<file path="config.mk">
export PLATFORM = sky130hd
export DESIGN_NAME = xoodyak_op_seq
export DESIGN_NICKNAME = d
export VERILOG_FILES = /design/src/rtl/xoodyak_op_seq.sv
export SDC_FILE = /design/constraint.sdc
export NUM_CORES = 1
export LEC_CHECK = 0
export CAP_MARGIN = 0
export CORE_UTILIZATION = 46
export DETAILED_ROUTE_END_ITERATION = 10
export PLACE_DENSITY = 0.81
export SLEW_MARGIN = 10
export SYNTH_ARGS = -nofsm -noshare
export SYNTH_HDL_FRONTEND = slang
export SYNTH_SLANG_ARGS = --single-unit
</file>
<file path="constraint.sdc">
create_clock -name eph1 -period 8 [get_ports eph1]
set_clock_uncertainty 0.1 [all_clocks]
set_input_delay 1.2 -clock eph1 [delete_from_list [all_inputs] [get_ports eph1]]
set_output_delay 1.2 -clock eph1 [all_outputs]
set_load 0.05 [all_outputs]
</file>
<file path="src/rtl/xoodyak_op_seq.sv">
// xoodyak_op_seq
//   Command sequencer in front of the Xoodyak core. Commands (opmode + payload)
//   are buffered in a small FIFO and issued to the core one at a time. Each
//   issue is a single-cycle start pulse. Text results of crypt/decrypt/squeeze
//   operations come back through a valid/ready response port.
//
// Parameters
//   DEPTH   : command FIFO entries (power of two, >= 2)
//   TEXT_W  : width of command payload and core text in/out
//   TIMEOUT : WAIT cycles allowed before the sticky error (timeout build only)
//
// Ports
//   eph1, reset                  : clock and synchronous active-low reset
//   cmd_valid/cmd_ready/cmd_op/cmd_data : command push port
//   fifo_count                   : occupied FIFO entries
//   core_start/core_opmode/core_textin  : issue port to the core
//   core_finished/core_textout   : completion port from the core
//   rsp_valid/rsp_ready/rsp_op/rsp_data : result port
//   busy                         : sequencer active or commands pending
//   err                          : sticky timeout error
//
// Build option
//   XOODYAK_SEQ_TIMEOUT_EN : when defined, a WAIT that lasts TIMEOUT cycles
//   without core_finished moves to the ERR state, which only reset leaves.
//   When undefined, WAIT waits indefinitely and err is tied low.

module xoodyak_op_seq #(
  parameter int DEPTH   = 4,
  parameter int TEXT_W  = 192,
  parameter int TIMEOUT = 255
) (
  input  logic                    eph1,
  input  logic                    reset,
  input  logic                    cmd_valid,
  output logic                    cmd_ready,
  input  logic [3:0]              cmd_op,
  input  logic [TEXT_W-1:0]       cmd_data,
  output logic [$clog2(DEPTH):0]  fifo_count,
  output logic                    core_start,
  output logic [3:0]              core_opmode,
  output logic [TEXT_W-1:0]       core_textin,
  input  logic                    core_finished,
  input  logic [TEXT_W-1:0]       core_textout,
  output logic                    rsp_valid,
  input  logic                    rsp_ready,
  output logic [3:0]              rsp_op,
  output logic [TEXT_W-1:0]       rsp_data,
  output logic                    busy,
  output logic                    err
);

  localparam int PW = $clog2(DEPTH);
  localparam int CW = PW + 1;

  typedef enum logic [2:0] {
    S_IDLE,
    S_ISSUE,
    S_WAIT,
    S_RESP,
    S_ERR
  } state_t;

  state_t state_q, state_d;

  // Command storage, written on push, read combinationally at the head.
  logic [3:0]        op_mem   [DEPTH];
  logic [TEXT_W-1:0] data_mem [DEPTH];

  logic [PW-1:0]     wr_ptr_q, rd_ptr_q;
  logic [CW-1:0]     count_q;
  logic              push, pop;

  logic [3:0]        opmode_q, opmode_d;
  logic [TEXT_W-1:0] textin_q, textin_d;
  logic [3:0]        rsp_op_q, rsp_op_d;
  logic [TEXT_W-1:0] rsp_data_q, rsp_data_d;

  logic [3:0]        head_op;
  logic [TEXT_W-1:0] head_data;

  assign head_op   = op_mem[rd_ptr_q];
  assign head_data = data_mem[rd_ptr_q];

  // Ready is gated by the reset input so nothing is accepted while reset is held.
  assign cmd_ready = reset && (count_q != CW'(DEPTH)) && (state_q != S_ERR);
  assign push      = cmd_valid && cmd_ready;

`ifdef XOODYAK_SEQ_TIMEOUT_EN
  localparam int TW = $clog2(TIMEOUT + 1);
  logic [TW-1:0] tmo_q, tmo_d;

  // Holds zero outside WAIT, so it restarts on every entry into WAIT.
  // During WAIT cycle k the counter holds k-1.
  always_comb begin
    tmo_d = '0;
    if (state_q == S_WAIT) begin
      tmo_d = tmo_q + TW'(1);
    end
  end

  always_ff @(posedge eph1) begin
    if (!reset) begin
      tmo_q <= '0;
    end else begin
      tmo_q <= tmo_d;
    end
  end

  assign err = (state_q == S_ERR);
`else
  // TIMEOUT has no effect in this build.
  logic unused_timeout_param;
  assign unused_timeout_param = (TIMEOUT > 0);
  assign err = 1'b0;
`endif

  always_comb begin
    state_d    = state_q;
    opmode_d   = opmode_q;
    textin_d   = textin_q;
    rsp_op_d   = rsp_op_q;
    rsp_data_d = rsp_data_q;
    pop        = 1'b0;
    core_start = 1'b0;
    rsp_valid  = 1'b0;
    unique case (state_q)
      S_IDLE: begin
        if (count_q != '0) begin
          pop = 1'b1;
          // Idle opcodes are discarded without touching the core.
          if (head_op[2:0] != 3'd0) begin
            opmode_d = head_op;
            textin_d = head_data;
            state_d  = S_ISSUE;
          end
        end
      end
      S_ISSUE: begin
        core_start = 1'b1;
        state_d    = S_WAIT;
      end
      S_WAIT: begin
        // A completion that coincides with the timeout limit still counts.
        if (core_finished) begin
          if (opmode_q[2:0] inside {3'd4, 3'd5, 3'd6}) begin
            rsp_op_d   = opmode_q;
            rsp_data_d = core_textout;
            state_d    = S_RESP;
          end else begin
            state_d = S_IDLE;
          end
        end
`ifdef XOODYAK_SEQ_TIMEOUT_EN
        else if (tmo_q == TW'(TIMEOUT - 1)) begin
          state_d = S_ERR;
        end
`endif
      end
      S_RESP: begin
        rsp_valid = 1'b1;
        if (rsp_ready) begin
          state_d = S_IDLE;
        end
      end
      S_ERR: begin
        state_d = S_ERR;
      end
      default: begin
        state_d = S_IDLE;
      end
    endcase
  end

  always_ff @(posedge eph1) begin
    if (push) begin
      op_mem[wr_ptr_q]   <= cmd_op;
      data_mem[wr_ptr_q] <= cmd_data;
    end
  end

  always_ff @(posedge eph1) begin
    if (!reset) begin
      state_q    <= S_IDLE;
      wr_ptr_q   <= '0;
      rd_ptr_q   <= '0;
      count_q    <= '0;
      opmode_q   <= '0;
      textin_q   <= '0;
      rsp_op_q   <= '0;
      rsp_data_q <= '0;
    end else begin
      state_q    <= state_d;
      opmode_q   <= opmode_d;
      textin_q   <= textin_d;
      rsp_op_q   <= rsp_op_d;
      rsp_data_q <= rsp_data_d;
      // Pointers wrap naturally because DEPTH is a power of two.
      if (push) begin
        wr_ptr_q <= wr_ptr_q + PW'(1);
      end
      if (pop) begin
        rd_ptr_q <= rd_ptr_q + PW'(1);
      end
      count_q <= count_q + CW'(push) - CW'(pop);
    end
  end

  assign fifo_count  = count_q;
  assign core_opmode = opmode_q;
  assign core_textin = textin_q;
  assign rsp_op      = rsp_op_q;
  assign rsp_data    = rsp_data_q;
  assign busy        = (state_q != S_IDLE) || (count_q != '0);

endmodule

</file>
==> results.md, run 1 <==
* Status: finished clean
* Routed length per placed instance at 25.2 microns
* Total power at 19.0 mW
* GR Overflow Total at 0
* Die area at 92800 sq um
* Maxcap violations at 0
* Layout area overhead at 30.6%
* Hold Vio Cnt, Final at 0
* Hold WC Path Type: register to register
* Worst Min Path Start: rsp_data[133]$_SDFFE_PN0P_
* Sequential Power Share at 40.6%
* TritonCTS buffer count at 115
* Pwr/cell area at 346 nW/um^2
* Register area share after synthesis at 75.1%
* Synth top area share at 55.9%
* Reg2Reg Depth at 5
* Root Buffer Master: clkbuf_16
* Switching part of the total at 35.0%
* GP Congestion at 0.950
* Worst setup margin at 3150 ps
* Logic gate share of total power at 30.9%
* Cts repair resizes at 0
* Maximum vdd ir drop at roughly 0.46 mV
* Worst EP required at between 6000 and 7000 ps
* Core ar. at between 90000 and 100000 sq um
* Critical path capture point type: primary output
* Slew @ Worst Pin at 1090 ps
* Area contributors post-synth: edfxtp_1 (56%), dfxtp_1 (19%), mux4_2 (10%)
* Die X at between 300 and 400 microns
* DRT antenna net count at 0
* Met3 WL post-DR at 9340 microns
* Largest net degree at the start of global routing at 186
* Leakage power at 17.7 nW
* CTS max path bufs at 3
* CTS H-tree lvls at 3
* # Post-CTS Setup Buffers at 0
* Synthesized area at 42100 sq um
* CTS tree: yes
* Minimum clock period at 4850 ps
* CTS clk-pin slew, worst paths at approximately 60 ps
* Most common cell after layout, fill and taps aside: clkdlybuf4s50_1
* First-iteration detailed-routing DRC count at 2159
* Post-Route WL at 122000 microns
* Max-slew violation count at 0
* I/O pin count at a little under 800
* Synth Instances at 2793
* Synth warn at 0
* Total Routing Usage GR at 25.8%
* CP Launch Type: primary input
* First-pass GRT wire length at around 180000 microns
* Share of layout cells above drive strength 1 at 11.2%
* Area leader, netlist: edfxtp_1
* Die H at 305 microns
* Clock power share at 28.6%
* Detail Route met2 WL at 60900 microns
* Critical path origin: reset
* Reg2reg start: state_q[1]$_SDFFE_PN0P_
* Via count of the first global-routing pass at 26805
* Post-DP HPWL at 79400 microns
* CTS Sinks at ~1200
* Avg Synthesized Cell Area at about 15 sq um
* Hold_ws at 354 ps
* Setup CP Type: primary input to primary output
* Netlist cell types at 38
* Via density at 5.46
* Buffers on Ports at 791
* Via count at 26500
* Crit Path Max Fanout at between 150 and 200
* Flops & latches, synth at around 1200
* DR top layer: met5
* Starting Density at 46.6%
* CP Data Arrival Time at approximately 3600 ps
* Setup TNS at 0 ps
* Net switching power at 6.67 mW
* Worst hold path cell count at 2
* Setup WS pre-CTS at 2940 ps
* Setup violations, final at 0
* Drt pass-1 iters at 6
* Final cycle utilization of the critical path at 60.6%
* Post-route DRC at 0
* Worst-Skew Late Latency at ~700 ps
* Fmax at between 200 and 250 MHz
* RSZ-0062 raised after global routing: false
* Most frequent cells in the layout: clkdlybuf4s50_1 (791), edfxtp_1 (784), nand2_1 (778)
* Final #Nets at 3951
* # hold bufs at CTS at 0
* Metal-1 WL at 44000 microns
* Slew headroom at 27.3%
* Row Count at 110
* Internal power at 12.4 mW
* Initial antenna violation count at 30
* Mapped Nets at between 3000 and 4000
[cell usage after synthesis (all sizes together)]
| cell type | instances |
|---|---|
| edfxtp | 784 |
| nand2 | 778 |
| dfxtp | 404 |
| a21oi | 389 |
| mux4 | 196 |
| clkbuf | 120 |
| buf | 55 |
| nor2 | 13 |
| and2 | 8 |
| inv | 7 |
| ha | 6 |
| xnor2 | 4 |
| a22oi | 3 |
| nand2b | 3 |
| nand3 | 2 |
| nor3b | 2 |
| a2111oi | 1 |
| a211oi | 1 |
| a21boi | 1 |
| a31oi | 1 |
| and3 | 1 |
| and3b | 1 |
| clkinv | 1 |
| conb | 1 |
| fa | 1 |
| mux2i | 1 |
| nor3 | 1 |
| nor4bb | 1 |
| o211ai | 1 |
| o21bai | 1 |
| o311a | 1 |
| o311ai | 1 |
| o31ai | 1 |
| or3 | 1 |
| xor2 | 1 |
[cells by family after synthesis]
group	Yosys count	share of synthesized area, %
AO/OA/AOI/OAI	401	4.89
XOR/XNOR	5	0.104
adder cells (fa/ha/maj)	7	0.226
buffers and inverters	183	1.86
flip-flops	1188	75.1
multiplexers	197	10.5
other	1	0.00890
AND/OR/NAND/NOR	811	7.35
[per-stage QoR]
step                util (%)  cells  instance area, sq um
finish                  60.9   4852                 55000
global route            60.9   4850                 55000
CTS                     60.8   4827                 55000
detailed placement      56.6   4610                 51100
global placement        56.6   4610                 51100
floorplan                  -   2793                 42100
[sequential cells by signal, summed over array words and instances (netlist names), named ones only]
name,count
state_q,3
data_mem,768
rsp_op,4
wr_ptr_q,2
core_textin,192
rsp_data,192
core_opmode,4
fifo_count,3
op_mem,16
rd_ptr_q,2
[worst paths after layout]
kind | slack (ps) | endpoint
worst min-delay path | 350 | rsp_data[133]$_SDFFE_PN0P_
worst max register to register | 4260 | rsp_data[188]$_SDFFE_PN0P_
worst max-delay path | 3150 | cmd_ready
worst min register to register | 350 | rsp_data[133]$_SDFFE_PN0P_
[per-layer routing]
layer | track usage, % | up-vias
met2 | 42.7 | 1139
met3 | 7.14 | 265
met1 | 29.7 | 13360
li1 | - | 11724
met4 | 16.0 | 12
met5 | 0 | -
[area by class of cell]
type / instances / area, sq um
fill: 6567 / 35400
sequential: 1188 / 31600
multi-input combinational: 1422 / 9760
timing repair buffer: 816 / 8230
clock buffer: 157 / 3160
tap: 1176 / 1470
clock inverter: 60 / 669
antenna: 25 / 62.6
inverter: 8 / 37.5
[power groups by stage]
stage                     Clock, mW  Sequential, mW  Combinational [mW]
after floorplan                   0            9.31                2.32
after global placement            0            7.81                5.80
after detailed placement          0            7.83                5.88
after CTS                      5.51            7.72                5.93
after global routing           5.75            7.78                6.19
final                          5.44            7.72                5.88
[critical path, stage by stage]
cell	delay (ps)
clkdlybuf4s50_1	680
inv_8	240
a211oi_1	350
clkdlybuf4s50_1	860
Power figures use the tool's default switching activity.
==> run 2: changes to the inputs <==
clock period = 4.66 ns   (was 8 ns; I/O delays follow)
==> results.md, run 2 (synthesis results as in run 1) <==
* Die H at 305 microns
* Final #Nets at approximately 4000
* Maximum vdd ir drop at 0.604 mV
* Hold_ws at 352 ps
* Fmax at 294 MHz
* Post-route DRC at 0
* Hold Vio Cnt, Final at 0
* Most frequent CP cell: clkdlybuf4s50_1
* # Post-CTS Setup Buffers at 0
* Post-DP HPWL at roughly 83000 microns
* Row Count at 110
* Area of the multi-input gates at between 9000 and 10000 sq um
* Post-placement cell count at 4634
* Minimum clock period at 3400 ps
* Setup violations, final at 0
* Post-Route WL at about 120000 microns
* Root Buffer Master: clkbuf_16
* Critical path origin: reset
* Slew headroom at 30.4%
* Worst Setup EP: cmd_ready
* CP bufs+invs at 3
* CTS Sinks at 1188
* CTS H-tree lvls at 3
* Critical path capture point type: primary output
* Via density at 5.52
* GR Overflow Total at 0
* Pwr/cell area at 597 nW/um^2
* Worst-Skew Late Latency at around 700 ps
* Initial antenna violation count at 33
* GP Congestion at 0.984
* RSZ-0062 raised after global routing: false
* Routed length per placed instance at 25.6 microns
* Cts repair resizes at 0
* Setup CP Type: primary input to primary output
* TritonCTS buffer count at 114
* Core ar. at 90400 sq um
* Largest register by flop count: data_mem
* Maxcap violations at 0
* First-iteration detailed-routing DRC count at 2708
* Status: finished clean
* CP Cell Sequence: clkdlybuf4s50_1 > inv_8 > a211oi_1 > clkdlybuf4s50_1
* Setup TNS at 0 ps
* CP Launch Type: primary input
* Starting Density at between 40 and 50%
* Worst EP required at 3860 ps
* Final cycle utilization of the critical path at 72.9%
* Leakage power at 18.0 nW
* CTS clk-pin slew, worst paths at approximately 60 ps
* CP Data Arrival Time at 2600 ps
* CTS tree: yes
* DRT antenna net count at 0
* Slew @ Worst Pin at 1040 ps
* Reg2Reg Depth at 5
* Via count at approximately 27000
* Design Area, Final at 55500 sq um
* Reg2Reg Setup Slack at 1500 ps
* # hold bufs at CTS at 0
* Most frequent cells in the layout: clkdlybuf4s50_1 (791), edfxtp_1 (784), nand2_1 (778)
* Hold WC Path Type: register to register
* Fill count at 6501
* First-pass GRT wire length at 180000 microns
* WP depth at 4
* Buffers on Ports at 791
* Reg area at between 30000 and 40000 sq um
* Worst path max stage delay at 840 ps
* I/O pin count at 793
* Area post-placement at 51500 sq um
* Crit Path Max Fanout at 38
* CTS max path bufs at 3
* Final cell count without fillers at 4878
* Drt pass-1 iters at 6
* CP delay by family, top: buffers and inverters
* Largest net degree at the start of global routing at ~210
* Max reg flops at 768
* Max-slew violation count at 0
* CP max stage cell: clkdlybuf4s50_1
* Die area at 92800 sq um
* Most common cell after layout, fill and taps aside: clkdlybuf4s50_1
* Total Routing Usage GR at 26.4%
* Via count of the first global-routing pass at 27106
* Die X at about 300 microns
* Share of layout cells above drive strength 1 at between 10% and 20%
* R2R Path End: core_textin[144]$_SDFFE_PN0P_
* Layout area overhead at 31.8%
run 2: cell count changes in the layout (fill, tap and decap cells not counted), moves of 2 or more:
cell / change
clkbuf_1: -4
clkbuf_8: +11
clkinv_1: -2
clkinv_2: -10
clkinv_16: -3
clkinv_4: -2
clkinvlp_4: +4
buf_4: +12
bufinv_16: +4
buf_12: +12
run 2: area by class of cell:
cell class / instances / share of cell area [%]
diodes: 26 / 0.117
inverters: 8 / 0.0676
flip-flops and latches: 1188 / 57.0
repair buffers: 840 / 15.4
well taps: 1176 / 2.65
clock inverters: 52 / 1.20
multi-input cells: 1422 / 17.6
clock buffers: 166 / 5.99
run 2: through the flow:
| step | utilization, % | setup WS (ps) | power [mW] |
|---|---|---|---|
| 2_1_floorplan | - | -102 | 19.9 |
| 3_5_place_dp | 56.9 | 924 | 23.6 |
| 4_1_cts | 61.3 | 1260 | 33.3 |
| 3_3_place_gp | 56.9 | 879 | 23.4 |
| 6_report | 61.4 | 1260 | 33.2 |
| 5_1_grt | 61.4 | 1190 | 34.3 |
run 2: how the worst min path moves through the flow:
stage / from / end / slack [ps] / depth (start not counted)
2_1_floorplan: wr_ptr_q[1]$_SDFFE_PN0P_ / wr_ptr_q[1]$_SDFFE_PN0P_ / 410 / 2
3_3_place_gp: core_textin[9]$_SDFFE_PN0P_ / core_textin[9]$_SDFFE_PN0P_ / 340 / 2
3_5_place_dp: core_textin[102]$_SDFFE_PN0P_ / core_textin[102]$_SDFFE_PN0P_ / 350 / 2
4_1_cts: core_textin[102]$_SDFFE_PN0P_ / core_textin[102]$_SDFFE_PN0P_ / 360 / 2
5_1_grt: core_textin[175]$_SDFFE_PN0P_ / core_textin[175]$_SDFFE_PN0P_ / 370 / 2
6_report: core_textin[35]$_SDFFE_PN0P_ / core_textin[35]$_SDFFE_PN0P_ / 350 / 2
run 2: routing by layer:
metal  share of wire (%)  up-vias  track usage (%)
met5               0.061        -                0
met4                 6.0       12             16.4
met3                 7.8      273             6.17
met2                  51     1317             44.4
met1                  35    13547             30.6
li1                    -    11768                -
run 2: tightest hold or removal path, stage by stage (launching register included):
cell	delay [ps]
dfxtp_1	300
nand2_1	50
a21oi_1	50
run 2: where the power goes:
group / internal, mW / switching [mW] / leakage, nW
Sequential: 12.4 / 0.822 / 10.4
Clock: 5.73 / 3.94 / 1.94
Combinational: 3.59 / 6.67 / 5.64
